$ cat src/rtl/div_arb_pkg.sv
// Shared widths, FSM state codes and response constants for the divider-sharing arbiter.
package div_arb_pkg;

   localparam int DIVIDEND_W = 16;
   localparam int DIVISOR_W  = 8;
   localparam int BUS_W      = 8;

   typedef logic [2:0] state_t;

   localparam state_t S_IDLE  = 3'd0;
   localparam state_t S_LD_HI = 3'd1;
   localparam state_t S_LD_LO = 3'd2;
   localparam state_t S_LD_M  = 3'd3;
   localparam state_t S_WAIT  = 3'd4;
   localparam state_t S_RD_Q  = 3'd5;
   localparam state_t S_RESP  = 3'd6;
   localparam state_t S_ABORT = 3'd7;

   localparam logic             ERR_NONE   = 1'b0;
   localparam logic             ERR_SET    = 1'b1;
   localparam logic [BUS_W-1:0] ABORT_QUOT = 8'h00;
   localparam logic [BUS_W-1:0] ABORT_REM  = 8'h00;
   localparam logic [BUS_W-1:0] DZ_QUOT    = 8'hFF;

endpackage

$ cat src/rtl/rr_arbiter.sv
// Combinational round-robin picker: first set request at or above ptr, wrapping at NREQ.
module rr_arbiter #(
   parameter int NREQ = 4,
   parameter int IDW  = 2
) (
   input  logic [NREQ-1:0] req,
   input  logic [IDW-1:0]  ptr,
   input  logic            en,
   output logic [NREQ-1:0] grant,
   output logic [IDW-1:0]  idx,
   output logic            found
);

   logic [IDW-1:0] cand [NREQ];

   // cand[k] = (ptr + k) mod NREQ, computed one bit wider so the wrap test cannot overflow
   genvar gi;
   generate
      for (gi = 0; gi < NREQ; gi++) begin : g_cand
         logic [IDW:0] sum;
         assign sum      = {1'b0, ptr} + (IDW+1)'(gi);
         assign cand[gi] = (sum >= (IDW+1)'(NREQ)) ? IDW'(sum - (IDW+1)'(NREQ)) : sum[IDW-1:0];
      end
   endgenerate

   always_comb begin
      grant = '0;
      idx   = '0;
      found = 1'b0;
      // scanning from the far end lets the nearest candidate overwrite the rest
      for (int k = NREQ - 1; k >= 0; k--) begin
         if (en && req[cand[k]]) begin
            found = 1'b1;
            idx   = cand[k];
         end
      end
      if (found) begin
         grant[idx] = 1'b1;
      end
   end

endmodule

$ cat src/rtl/div_share_arbiter.sv
// Round-robin front end sharing one byte-bus divider among NREQ clients.
// Optional DIV_ZERO_CHK_EN answers zero-divisor jobs locally without starting the divider.
module div_share_arbiter
   import div_arb_pkg::*;
#(
   parameter int NREQ        = 4,
   parameter int IDW         = 2,
   parameter int TIMEOUT_CYC = 64
) (
   input  logic                       clk,
   input  logic                       rst,
   input  logic [NREQ-1:0]            req_valid,
   output logic [NREQ-1:0]            req_ready,
   input  logic [DIVIDEND_W*NREQ-1:0] req_dividend,
   input  logic [DIVISOR_W*NREQ-1:0]  req_divisor,
   output logic                       rsp_valid,
   input  logic                       rsp_ready,
   output logic [IDW-1:0]             rsp_id,
   output logic [BUS_W-1:0]           rsp_quot,
   output logic [BUS_W-1:0]           rsp_rem,
   output logic                       rsp_err,
   output logic [BUS_W-1:0]           div_in_bus,
   output logic                       div_begin,
   output logic                       div_rst,
   input  logic                       div_fin,
   input  logic [BUS_W-1:0]           div_out_bus
);

   localparam int               CNT_W    = $clog2(TIMEOUT_CYC) + 1;
   localparam logic [CNT_W-1:0] CNT_LAST = CNT_W'(TIMEOUT_CYC - 1);

   state_t                state_reg;
   logic [IDW-1:0]        ptr_reg;
   logic [IDW-1:0]        id_reg;
   logic [DIVIDEND_W-1:0] dividend_reg;
   logic [DIVISOR_W-1:0]  divisor_reg;
   logic [CNT_W-1:0]      cnt_reg;
   logic [BUS_W-1:0]      quot_reg;
   logic [BUS_W-1:0]      rem_reg;
   logic                  err_reg;

   logic [NREQ-1:0]       grant;
   logic [IDW-1:0]        grant_idx;
   logic                  grant_found;
   logic                  arb_en;
   logic [IDW-1:0]        ptr_next;

   logic [DIVIDEND_W-1:0] dividend_arr [NREQ];
   logic [DIVISOR_W-1:0]  divisor_arr  [NREQ];

   genvar gi;
   generate
      for (gi = 0; gi < NREQ; gi++) begin : g_unpack
         assign dividend_arr[gi] = req_dividend[DIVIDEND_W*gi +: DIVIDEND_W];
         assign divisor_arr[gi]  = req_divisor[DIVISOR_W*gi +: DIVISOR_W];
      end
   endgenerate

   // grants only come out of IDLE, never while reset is held
   assign arb_en = (state_reg == S_IDLE) && !rst;

   rr_arbiter #(
      .NREQ (NREQ),
      .IDW  (IDW)
   ) u_rr (
      .req   (req_valid),
      .ptr   (ptr_reg),
      .en    (arb_en),
      .grant (grant),
      .idx   (grant_idx),
      .found (grant_found)
   );

   assign ptr_next = (grant_idx == IDW'(NREQ - 1)) ? '0 : grant_idx + 1'b1;

   always_ff @(posedge clk) begin
      if (rst) begin
         state_reg    <= S_IDLE;
         ptr_reg      <= '0;
         id_reg       <= '0;
         dividend_reg <= '0;
         divisor_reg  <= '0;
         cnt_reg      <= '0;
         quot_reg     <= '0;
         rem_reg      <= '0;
         err_reg      <= ERR_NONE;
      end else begin
         case (state_reg)
            S_IDLE: begin
               if (grant_found) begin
                  id_reg       <= grant_idx;
                  dividend_reg <= dividend_arr[grant_idx];
                  divisor_reg  <= divisor_arr[grant_idx];
                  ptr_reg      <= ptr_next;
                  state_reg    <= S_LD_HI;
`ifdef DIV_ZERO_CHK_EN
                  if (divisor_arr[grant_idx] == '0) begin
                     quot_reg  <= DZ_QUOT;
                     rem_reg   <= dividend_arr[grant_idx][BUS_W-1:0];
                     err_reg   <= ERR_SET;
                     state_reg <= S_RESP;
                  end
`endif
               end
            end
            S_LD_HI: state_reg <= S_LD_LO;
            S_LD_LO: state_reg <= S_LD_M;
            S_LD_M:  state_reg <= S_WAIT;
            S_WAIT: begin
               cnt_reg <= cnt_reg + 1'b1;
               // a finish on the last allowed cycle still wins over the timeout
               if (div_fin) begin
                  rem_reg   <= div_out_bus;
                  state_reg <= S_RD_Q;
               end else if (cnt_reg == CNT_LAST) begin
                  state_reg <= S_ABORT;
               end
            end
            S_RD_Q: begin
               if (div_fin) begin
                  quot_reg  <= div_out_bus;
                  state_reg <= S_RESP;
               end else begin
                  state_reg <= S_ABORT;
               end
            end
            S_ABORT: begin
               quot_reg  <= ABORT_QUOT;
               rem_reg   <= ABORT_REM;
               err_reg   <= ERR_SET;
               state_reg <= S_RESP;
            end
            S_RESP: begin
               if (rsp_ready) begin
                  err_reg   <= ERR_NONE;
                  cnt_reg   <= '0;
                  state_reg <= S_IDLE;
               end
            end
            default: state_reg <= S_IDLE;
         endcase
      end
   end

   always_comb begin
      div_in_bus = '0;
      case (state_reg)
         S_LD_HI: div_in_bus = dividend_reg[DIVIDEND_W-1 -: BUS_W];
         S_LD_LO: div_in_bus = dividend_reg[BUS_W-1:0];
         S_LD_M:  div_in_bus = divisor_reg;
         default: div_in_bus = '0;
      endcase
   end

   assign req_ready = grant;
   assign div_begin = (state_reg == S_LD_HI);
   assign div_rst   = rst | (state_reg == S_ABORT);
   assign rsp_valid = (state_reg == S_RESP);
   assign rsp_id    = id_reg;
   assign rsp_quot  = quot_reg;
   assign rsp_rem   = rem_reg;
   assign rsp_err   = err_reg;

endmodule

$ cat config.mk
export PLATFORM = sky130hd
export DESIGN_NAME = div_share_arbiter
export DESIGN_NICKNAME = d
export VERILOG_FILES = /design/src/rtl/div_arb_pkg.sv /design/src/rtl/rr_arbiter.sv /design/src/rtl/div_share_arbiter.sv
export SDC_FILE = /design/constraint.sdc
export NUM_CORES = 1
export LEC_CHECK = 0
export ABC_AREA = 0
export BUFFER_PORTS_ARGS = -buffer_cell sky130_fd_sc_hd__buf_2
export CELL_PAD_IN_SITES_DETAIL_PLACEMENT = 1
export CELL_PAD_IN_SITES_GLOBAL_PLACEMENT = 1
export CORE_AREA = 2 2 103 105
export DETAILED_ROUTE_END_ITERATION = 7
export DIE_AREA = 0 0 105 107
export PLACE_DENSITY_LB_ADDON = 0.1
export SYNTH_ARGS = -nofsm -noshare
export SYNTH_HDL_FRONTEND = slang
export SYNTH_SLANG_ARGS = --single-unit
$ cat constraint.sdc
create_clock -name clk -period 3.1 [get_ports clk]
set_input_delay 0.465 -clock clk [delete_from_list [all_inputs] [get_ports clk]]
set_output_delay 0.465 -clock clk [all_outputs]
set_load 0.01 [all_outputs]
* Yosys cells after proc, flatten, opt, wreduce, memory -nomap -nowiden *
Index checks and enable logic that the tools add are counted.

cells by class
  divide/modulo/power cells = 0
  $mul = 0
  reduce and logical (&&, ||, !) cells = 18
  muxes and demuxes = 44
  $add $sub $neg = 9
  shift operators = 0
  bitwise operators = 2
  eq/ne operators = 14
  magnitude comparators = 11

operators by type and width
  kind                                                        number
  binary-select mux 16 bit (select 2 bit)                     1
  two-way mux 16 bit                                          2
  one-hot mux 8 bit (2 select lines)                          2
  two-way mux 8 bit                                           3
  one-hot mux 3 bit (8 select lines)                          1
  one-hot mux 8 bit (3 select lines)                          1
  two-way mux 2 bit                                           9
  binary-select mux 8 bit (select 2 bit)                      1
  less-than comparator 2 x 3 -> 1 bit, second input constant  5
  one-hot mux 7 bit (2 select lines)                          1
  == test 3 bit, second input constant                        4
  greater-or-equal comparator 3 bit, second input constant    4
  two-way mux 3 bit                                           4
  two-way mux 1 bit                                           11
  AND reduction 2 bit                                         5
  binary-select mux 1 bit (select 2 bit)                      4
  nonzero test 2 bit                                          4
  subtractor 2 x 1 -> 2 bit, second input constant            4
  adder 7 x 1 -> 7 bit, second input constant                 1
  == test 7 x 6 -> 1 bit, second input constant               1
  two-way mux 7 bit                                           1
  adder 2 x 2 -> 3 bit, second input constant                 2
  == test 3 x 2 -> 1 bit, second input constant               2
  logical AND 1 bit                                           6
  17 further kinds                                            19

word-level totals
  input bits = 112
  word-level logic and storage cells = 107
  memory bits (read-only) = 0
  memory bits (writable) = 0
  bits in latches = 0
  register bits = 55
  output and inout bits = 34
  memories = 0

* Depth between registers and ports, before layout *
Gate-level depths: netlist (run 1).

  depth in word-level cells = 15
  mapped depth = 11
  depth with buffers taken out = 8

* Cells and area by module *
A second synthesis (run 1) with hierarchy kept.

second synthesis, totals
  cell total of the unflattened synthesis = 308
  area, all modules = 3231.8 µm²

by module, submodules not included
  module             sequential area each (µm²)  instances  area an instance (µm²)  cells each
  div_share_arbiter  1101.1                      1          2945.3                  269
  rr_arbiter         0.0                         1          286.5                   39

* Worst setup path after synthesis (run 1) *
OpenSTA, ideal clock, no wires.

  kind = input port to output port
  start point = input req_valid[2]
  end point = output req_ready[2]
  path slack = 0.530 ns
  required time = 2.635 ns
  cell stages on the path = 10
  path buffers = 3
  arrival time = 2.105 ns
  cells stage by stage = nor2b_1 or4b_1 buf_2 and2_1 buf_6 nor2_4 buf_6 inv_2 ha_1 and2_1

between the ends
  cells in the longest elaborated chain, start to end = 12
  elaborated cells on any way between the ends = 26
  classes of those cells = order compare (2); mux (19); reduce/logical (5)

RTL lines
  what                                                                                                                            line                     RTL
  start, declared                                                                                                                 div_share_arbiter.sv:12  input logic [NREQ-1:0] req_valid,
  binary-select mux 1 bit (select 2 bit)                                                                                          rr_arbiter.sv:32         if (en && req[cand[k]]) begin
  two-way mux 1 bit (not written as such)                                                                                         rr_arbiter.sv:32
  logical AND 1 bit                                                                                                               rr_arbiter.sv:32
  two-way mux 2 bit (4 in series)                                                                                                 rr_arbiter.sv:32
  less-than comparator 2 x 3 -> 1 bit (not written as such) / greater-or-equal comparator 2 x 1 -> 1 bit (equally long branches)  rr_arbiter.sv:38         grant[idx] = 1'b1;
  logical AND 1 bit (not written as such)                                                                                         rr_arbiter.sv:38
  two-way mux 1 bit (not written as such)                                                                                         rr_arbiter.sv:38
  demux 1 bit (select 2 bit)                                                                                                      n/a
  two-way mux 4 bit *                                                                                                             rr_arbiter.sv:37         if (found) begin
  end, declared                                                                                                                   div_share_arbiter.sv:13  output logic [NREQ-1:0] req_ready,

Every way passes the cells marked *; elsewhere a longest branch is shown, timed or not. The select of a mux whose other input is x is not followed.

* Final worst setup path (run 1) *
  start point = register state_reg[1]
  end point = output div_in_bus[7]

between the ends
  cells in the longest elaborated chain, start to end = 2
  elaborated cells on any way between the ends = 4
  classes of those cells = eq/ne (3); mux (1)

RTL lines
  what                                                                     line                      RTL
  start, declared                                                          div_share_arbiter.sv:32   state_t state_reg;
  start signal, assigned                                                   div_share_arbiter.sv:78   state_reg <= S_IDLE;
  start signal, assigned                                                   div_share_arbiter.sv:95   state_reg <= S_LD_HI;
  start signal, assigned                                                   div_share_arbiter.sv:106  S_LD_HI: state_reg <= S_LD_LO;
  == test 3 x 2 -> 1 bit / == test 3 x 1 -> 1 bit (equally long branches)  div_share_arbiter.sv:147  case (state_reg)
  one-hot mux 8 bit (3 select lines) *                                     div_share_arbiter.sv:147
  end, declared                                                            div_share_arbiter.sv:22   output logic [BUS_W-1:0] div_in_bus,

Every way passes the cells marked *; elsewhere a longest branch is shown, timed or not.

==> out/metrics.cfg, run 1 <==
[clock_tree]
clk_pin_slew_worst_paths_ps = 110
cts_tree = done
cts_sinks = 55
hold_buffers = 0
numCtsBuffers = 5
postCtsResizedCells = 0
cts_setup_buffers = 0
clockBufferDepth = 2
clkLatencyLatePin_ps = 320
cts_root_buf = clkbuf_8
clock_tree.htree_level_count = 2

[global_routing]
grt_pass1_wl_mm = 18.2
grt_use_total_pct = 20.0
overflow = 0
antenna_found_initial = 0
grt_max_degree = 34
first_global_vias = 3583

[floorplanning]
ioPinCount = 146
core_area_um2 = 10100
fp.dieH_um = 107
rows = 37
die_w_um = 105
die-area_um2 = 11200
start_util_pct = 33.7

[detailed_routing]
drt-total-wl_mm = 11.2
drc_errors = 0
wire_per_inst_um = 16.4
avgViaCountPerCell = 5.24
ant_nets = 0
firstDrtPassIters = 4
vias = 3576
drt_iter0_markers = 147

[finish]
area_growth_pct = 28.3
diodes = 0
finalNonFillerCells = 683
fin_area_um2 = 4360
final_layout_size_suffix_gt1_share_pct = 33.8
nFillCells = 1308
nNetsFinal = 661
largest_reg_flops = 16

[placed_design]
pre_cts_ws_ps = 520
port_buffers = 145
hpwl_mm = 8.84
placed_cells = 675
dpl_cell_area_um2 = 4270
gp_congestion = 0.793

[yosys]
synth_nets = 523
synth_edf_count = 0
synth_top_area_share_pct = 32.4
synth_area_leaders = dfxtp_1 (32%), mux2i_1 (10%), nor2_1 (6.1%), o211ai_1 (4.2%), nand2_1 (4.0%)
synthTopCellsByCount = dfxtp_1 (55), nor2_1 (55), nand2_1 (36)
ys_async_sr_fraction_pct = 0
ys_seq_elements = 55
synth_area_um2 = 3400
ys_warn_count = 0
synth_cell_types = 51
yosys_most_used_dff = dfxtp_1
yosysSeqAreaShare_pct = 32.4
synthCells = 408
syn_avg_cell_area_um2 = 8.33
yosysTopAreaCell = dfxtp_1

[power]
ir_drop_v = 0.000158
switchingPower_uw = 547
p_leak_nw = 2.00
intPower_mw = 1.14
powerDensity_nw_per_um2 = 388
seqPwrFrac_pct = 47.5
p_comb_share_pct = 27.3
pwr-share-clk_pct = 25.2
p_total_mw = 1.69
swShare_pct = 32.3

[setup_path]
cp_max_fo = 14
worstPathArrival_ps = 2360
end_kind = output port
crit_required_ps = 2630
critPathKind = reg2out
worst_setup_path_start_kind = flip-flop

[run]
drv_cap = 0

[sta]
skew_ps = 13.1
max_freq_ghz = 0.353
final-max-slew-violation-count = 0
setup_viol = 0
slew_headroom_pct = 33.3
grt_setup_unrepaired = false
setup_ws_ps = 271
worst_slew_pin_slew_ps = 992
fin_crit_ps = 2830
hold_violations = 0
finalCritPeriodShare_pct = 91.3
fin_setup_tns_ps = 0

[status]
status = finished, final reports clean

[min_path]
hold_path_class = in2reg

-- metrics by stage --
step | util [%] | hold WS, ps
finish | 43.2 | 389
CTS | 43.2 | 378
global placement | 42.3 | 448
floorplan | - | 447
global route | 43.2 | 399
detailed placement | 42.3 | 455
-- cell families after synthesis --
group	count (synthesis)	synth area share (%)
adders and majority gates	3	1.11
buffers and inverters	34	4.68
and+or+nand+nor	143	20.4
DFF	55	32.4
muxes	42	12.7
AOI/OAI and AO/OA	127	27.7
xor gates and xnor gates	4	1.03
-- placed cells by master, fill, tap and decap left out, types with 8 or more instances in the layout --
cell and n:
a21boi_0 12, a21oi_1 10, a22oi_1 17, and3_1 16, buf_2 145, buf_4 15
dfxtp_1 55, mux2_2 8, mux2i_1 34, nand2_1 36, nor2_1 55, nor3_1 8
o211ai_1 19, o21ai_1 18
-- power by group through the flow --
stage	Combinational, mW	Clock, mW	Sequential [mW]
2_1_floorplan	0.299	0	0.800
3_3_place_gp	0.456	0	0.817
3_5_place_dp	0.464	0	0.819
4_1_cts	0.466	0.445	0.803
5_1_grt	0.510	0.468	0.810
6_report	0.461	0.426	0.802
-- worst paths after layout --
path	slack, ps	to	from	cells past startpoint
setup / recovery	270	div_in_bus[7]	state_reg[1]	5
hold / removal	390	rsp_rem[1]	div_out_bus[1]	3
setup reg to reg	750	dividend_reg[10]	state_reg[1]	5
hold reg to reg	470	rsp_err	rsp_err	2
-- worst max-delay path: stages, from the launching register on --
cell	delay (ps)
dfxtp_1	710
inv_1	240
nor2_1	580
a22oi_1	130
nor2_1	210
buf_2	170
-- final cells by class --
cell class	count	area (um2)	share of cell area [%]
Multi-Input combinational cell	319	2140	49.1
Sequential cell	55	1100	25.3
Timing Repair Buffer	160	838	19.2
Tap cell	136	170	3.91
Clock buffer	5	68.8	1.58
Clock inverter	3	22.5	0.517
Inverter	5	18.8	0.431
-- routing by layer --
| layer | wire (um) | vias up | track usage, % | part of all wire (%) |
|---|---|---|---|---|
| met5 | 0 | - | 0 | 0 |
| met4 | 94 | 0 | 4.48 | 0.84 |
| met3 | 485 | 9 | 3.28 | 4.3 |
| met2 | 5440 | 108 | 35.4 | 49 |
| met1 | 5160 | 1683 | 25.5 | 46 |
| li1 | - | 1776 | - | - |
Note: power is estimated with default switching activity, not from simulation.
==> run 2: changes to the inputs <==
--- a/config.mk
+++ b/config.mk
@@ -7,3 +7,3 @@
 export LEC_CHECK = 0
-export ABC_AREA = 0
+export ABC_AREA = 1
 export BUFFER_PORTS_ARGS = -buffer_cell sky130_fd_sc_hd__buf_2
@@ -11,5 +11,5 @@
 export CELL_PAD_IN_SITES_GLOBAL_PLACEMENT = 1
-export CORE_AREA = 2 2 103 105
+export CORE_AREA = 2 2 111 113
 export DETAILED_ROUTE_END_ITERATION = 7
-export DIE_AREA = 0 0 105 107
+export DIE_AREA = 0 0 113 115
 export PLACE_DENSITY_LB_ADDON = 0.1
==> constraint.sdc (replaced) <==
create_clock -name clk -period 3.1 [get_ports clk]
set_input_delay 0.62 -clock clk [delete_from_list [all_inputs] [get_ports clk]]
set_output_delay 0.62 -clock clk [all_outputs]
set_load 0.01 [all_outputs]
==> run 2 against run 1 <==
Compared with the run above: the flow now finishes with violations (design-rule violations); die area rose by 16%; clock skew fell by 6.8 ps; clock power rose by 47%; sequential power rose by 23%; via count rose by 20%; cell count rose by 31%; worst hold slack improved by 75 ps; routed wire length rose by 11%.
==> out/metrics.cfg, run 2 <==
[status]
status = finished with violations
failed_checks = design-rule violations

[yosys]
yosys_most_used_dff = dfxtp_1
synthXorXnorAreaFrac_pct = 0.229
synthMostInstantiatedCell = nand2_1
synth_top_family_by_area = simple AND/OR/NAND/NOR gates
yosysTopAreaCell = dfxtp_1
synth_simple_gate_area_share_pct = 46.4
synth_area_leaders = dfxtp_1 (29%), nand2_1 (18%), nand3_1 (11%), inv_1 (6.8%), a21oi_1 (5.0%)
synth_nets = 729
synth_compound_area_share_pct = 10.9
synth_top_area_share_pct = 28.8
ys_async_sr_fraction_pct = 0
synth_cell_types = 39
syn_avg_cell_area_um2 = 6.22
synth_area_um2 = 3820
synthAdderAreaFrac_pct = 0.982
yosysSeqAreaShare_pct = 28.8
synthTopCellsByCount = nand2_1 (183), nand3_1 (85), inv_1 (69)
ys_warn_count = 0
synthCells = 614
synth_edf_count = 0
yosys-mux-area-fraction_pct = 0
ys_seq_elements = 55

[power]
powerDensity_nw_per_um2 = 940
pwr-share-clk_pct = 13.8
p_leak_nw = 2.60
swShare_pct = 50.8
intPower_mw = 2.23
p_comb_share_pct = 64.4
seqPwrFrac_pct = 21.8
p_total_mw = 4.54
switchingPower_mw = 2.31
ir_drop_v = 0.000361

[setup_path]
critPathKind = reg2out
r2r_end = dividend_reg[14]
slowest_stage = dfxtp_2
worstPathArrival_ps = 2140
crit_top_cell = nand2_1
cp_max_fo = 11
crit_required_ps = 2480
slowest_delay_ps = 470
worst_setup_path_start_kind = flip-flop
end_kind = output port
r2r_start = ptr_reg[0]
crit_start = ptr_reg[0]
path_cells = inv_4 -> nand2_1 -> nand2_1 -> nand2_2 -> nand3_4 -> a21oi_4 -> nand2_1 -> nand2_4 -> buf_4 -> nor2_1 -> buf_2
ff2ff_path_depth = 14
r2r_setup_slack_ps = 830

[global_routing]
grt_use_total_pct = 19.3
grt_pass1_wl_mm = 20.9
first_global_vias = 4397
antenna_found_initial = 0
overflow = 0
grt_max_degree = 39

[finish]
final_common_cell = nand2_1
area_growth_pct = 26.3
nFillCells = 1637
multiInputGateArea_um2 = 2240
area.sequential_um2 = 1100
largest_reg_flops = 16
final_layout_size_suffix_gt1_share_pct = 28.4
diodes = 0
final_cell_mix = nand2_1 (183), buf_2 (145), nand3_1 (85)
nNetsFinal = 866

[clock_tree]
numCtsBuffers = 5
cts_tree = done
hold_buffers = 0
clockBufferDepth = 2
clkLatencyLatePin_ps = 280
postCtsResizedCells = 0
cts_root_buf = clkbuf_16
clk_pin_slew_worst_paths_ps = 70
clock_tree.htree_level_count = 2
cts_sinks = 55
cts_setup_buffers = 0

[sta]
slew_headroom_pct = 57.6
setup_viol = 0
skew_ps = 6.27
worst_slew_pin_slew_ps = 634
hold_violations = 0
max_freq_ghz = 0.362
final-max-slew-violation-count = 0
fin_setup_tns_ps = 0
grt_setup_unrepaired = false
finalCritPeriodShare_pct = 89.1
fin_crit_ps = 2760
setup_ws_ps = 337

[floorplanning]
ioPinCount = 146
die_w_um = 113
rows = 40
core_area_um2 = 11800
start_util_pct = 32.4
die-area_um2 = 13000
fp.dieH_um = 115

[placed_design]
gp_congestion = 0.801
hpwl_mm = 9.56
port_buffers = 145
pre_cts_ws_ps = 429

[detailed_routing]
drc_errors = 8
vias = 4291
firstDrtPassIters = 6
drt_iter0_markers = 169
wire_per_inst_um = 13.9
ant_nets = 0
avgViaCountPerCell = 4.78
drt-total-wl_mm = 12.5

[min_path]
hold_path_class = reg2reg
min_from = rsp_rem[7]
min_path_cells = 2
hold_end = rsp_rem[7]

[run]
drv_cap = 0

==> run 2: per-layer routing <==
metal | share of wire, % | GRT usage, % | up-vias
li1 | - | - | 2231
met1 | 49 | 25.9 | 1964
met2 | 47 | 34.0 | 92
met3 | 4.2 | 2.90 | 4
met4 | 0.36 | 2.36 | 0
met5 | 0 | 0 | -
==> run 2: through the flow <==
step | utilization [%] | hold slack [ps] | cell area [um2] | std cells
after floorplan | - | 455 | 3820 | 614
after global placement | 39.5 | 449 | 4660 | 891
after detailed placement | 39.5 | 455 | 4660 | 891
after CTS | 40.9 | 464 | 4830 | 898
after global routing | 40.9 | 488 | 4830 | 898
final | 40.9 | 464 | 4830 | 898
==> run 2: kinds of logic (layout without fill, tap and decap cells) <==
kind of cell	count (synthesis)	after routing
compound gates	73	73
buf+inv	108	245
flops	55	55
fa+ha+maj	3	3
simple gates	374	374
xor+xnor	1	1
==> run 2: area by class of cell <==
class,count,area share (%)
Timing Repair Buffer,162,17.7
Clock inverter,2,0.778
Multi-Input combinational cell,451,46.3
Tap cell,147,3.81
Sequential cell,55,22.8
Clock buffer,5,2.59
Inverter,76,5.96
==> run 2: how the worst max path moves through the flow <==
stage	endpoint	cells past startpoint
floorplan	req_ready[2]	12
global placement	req_ready[1]	11
detailed placement	req_ready[1]	12
CTS	req_ready[1]	11
global route	req_ready[1]	12
finish	req_ready[1]	11
==> run 2: power by group through the flow <==
stage / clock network [mW] / logic (mW) / registers, mW
6_report: 0.626 / 2.92 / 0.989
5_1_grt: 0.675 / 3.34 / 1.01
4_1_cts: 0.646 / 2.97 / 0.987
3_5_place_dp: 0 / 2.96 / 1.00
3_3_place_gp: 0 / 2.89 / 0.998
2_1_floorplan: 0 / 2.27 / 0.963
==> run 2: worst max-delay path: cells and delay by family (launching register included) <==
family / cells / cell delay (ps)
flops: 1 / 470
compound gates: 1 / 170
simple gates: 7 / 750
buf+inv: 3 / 470
==> run 3: changes to the inputs <==
CORE_AREA = 2 2 132 96   (was 2 2 111 113)
DIE_AREA = 0 0 134 98   (was 0 0 113 115)
==> run 3 against run 2 <==
Compared with the run above: the flow now finishes without violations; critical endpoint unchanged; routed wire length rose by 6.7%; clock power rose by 5.3%; cell area up 0.49%; largest cell class unchanged.
==> out/metrics.cfg, run 3 (synthesis results as in run 2) <==
[power]
p_total_mw = 4.59
powerDensity_nw_per_um2 = 947
p_leak_nw = 2.61
ir_drop_v = 0.000363

[finish]
nFillCells = 1636
area.sequential_um2 = 1100
diodes = 0
nNetsFinal = 865
multiInputGateArea_um2 = 2240
final_layout_size_suffix_gt1_share_pct = 28.5
area_growth_pct = 26.9
largest_reg_flops = 16
final_common_cell = nand2_1
final_cell_mix = nand2_1 (183), buf_2 (145), nand3_1 (85)
finalNonFillerCells = 913
finish.utilization_pct = 40.6

[placed_design]
gp_congestion = 0.831
port_buffers = 145
placed_cells = 905
hpwl_mm = 10.4

[min_path]
hold_end = rsp_rem[2]
hold_path_class = reg2reg
min_from = rsp_rem[2]
min_path_cells = 2

[global_routing]
grt_use_total_pct = 20.6
grt_pass1_wl_mm = 22.1
first_global_vias = 4626
overflow = 0
antenna_found_initial = 0
grt_max_degree = 37

[clock_tree]
clk_pin_slew_worst_paths_ps = 70
cts_tree = done
clockBufferDepth = 2
clkLatencyLatePin_ps = 290
cts_root_buf = clkbuf_16
numCtsBuffers = 5
clock_tree.htree_level_count = 2
cts_sinks = 55

[floorplanning]
rows = 34
die_w_um = 134
die-area_um2 = 13100
core_area_um2 = 12000
fp.dieH_um = 98
start_util_pct = 32.0
ioPinCount = 146

[status]
status = finished, final reports clean

[sta]
skew_ps = 7.96
hold_violations = 0
max_freq_ghz = 0.342
final-max-slew-violation-count = 0
setup_viol = 0
fin_setup_tns_ps = 0
whs_ps = 462
finalCritPeriodShare_pct = 94.3
fin_crit_ps = 2920
slew_headroom_pct = 50.2
grt_setup_unrepaired = false
worst_slew_pin_slew_ps = 744

[detailed_routing]
ant_nets = 0
drc_errors = 0
drt-total-wl_mm = 13.3
firstDrtPassIters = 5
wire_per_inst_um = 14.6
drt_iter0_markers = 155
vias = 4381
avgViaCountPerCell = 4.80

[setup_path]
critPathKind = reg2out
r2r_setup_slack_ps = 760
end_kind = output port
ff2ff_path_depth = 14
worstPathArrival_ps = 2300
r2r_start = ptr_reg[0]
r2r_end = dividend_reg[14]
crit_required_ps = 2480
worst_setup_path_start_kind = flip-flop
cp_max_fo = 18

[run]
drv_cap = 0

run 3: cell count changes in the layout (fill, tap and decap cells not counted), sizes merged:
| cell | before | now |
|---|---|---|
| buf | 162 | 161 |
| clkinv | 1 | 2 |
| clkbuf | 5 | 6 |
| clkinvlp | 1 | 0 |
run 3: layout make-up:
type / count / area share [%]
flip-flops and latches: 55 / 22.7
repair buffers: 161 / 17.4
well taps: 162 / 4.18
inverters: 76 / 5.93
clock buffers: 6 / 2.86
multi-input cells: 451 / 46.1
clock inverters: 2 / 0.722
run 3: critical path, stage by stage, from the launching register on:
cell	delay, ps
dfxtp_2	500
inv_4	110
nand2_1	70
nand2_1	100
nand2_1	90
nand3_1	120
nand2_1	130
nand3_1	100
nand2_2	210
nand2_4	70
buf_4	220
nor2_1	150
buf_2	150
run 3: worst max path at each step:
stage	startpoint	endpoint	slack, ps	depth (start not counted)
5_1_grt	ptr_reg[0]	req_ready[1]	20	11
6_report	ptr_reg[0]	req_ready[1]	180	12
3_3_place_gp	req_valid[2]	req_ready[2]	400	14
2_1_floorplan	rst	req_ready[2]	540	12
4_1_cts	ptr_reg[1]	req_ready[1]	110	12
3_5_place_dp	ptr_reg[0]	req_ready[1]	290	12
run 3: where the power goes:
| group | leakage (nW) | internal [mW] | switching [mW] |
|---|---|---|---|
| Clock | 0.0868 | 0.402 | 0.257 |
| Combinational | 2.07 | 0.959 | 1.97 |
| Sequential | 0.451 | 0.871 | 0.129 |
run 3: metal layers:
metal	vias up	share of wire, %	GRT usage (%)
li1	2236	-	-
met1	2025	50	28.3
met2	111	44	34.6
met3	9	5.7	3.12
met4	0	0.86	3.93
met5	-	0	0
run 3: repair_timing:
action                     CTS  global route
resized for setup            1             1
buffers inserted             0             0
setup endpoints to repair    1             1
hold buffers                 0             0
run 3: stage by stage:
stage	setup slack (ps)	area (um2)
floorplan	544	3820
global placement	403	4670
finish	177	4850
global route	19.5	4850
CTS	111	4850
detailed placement	294	4670
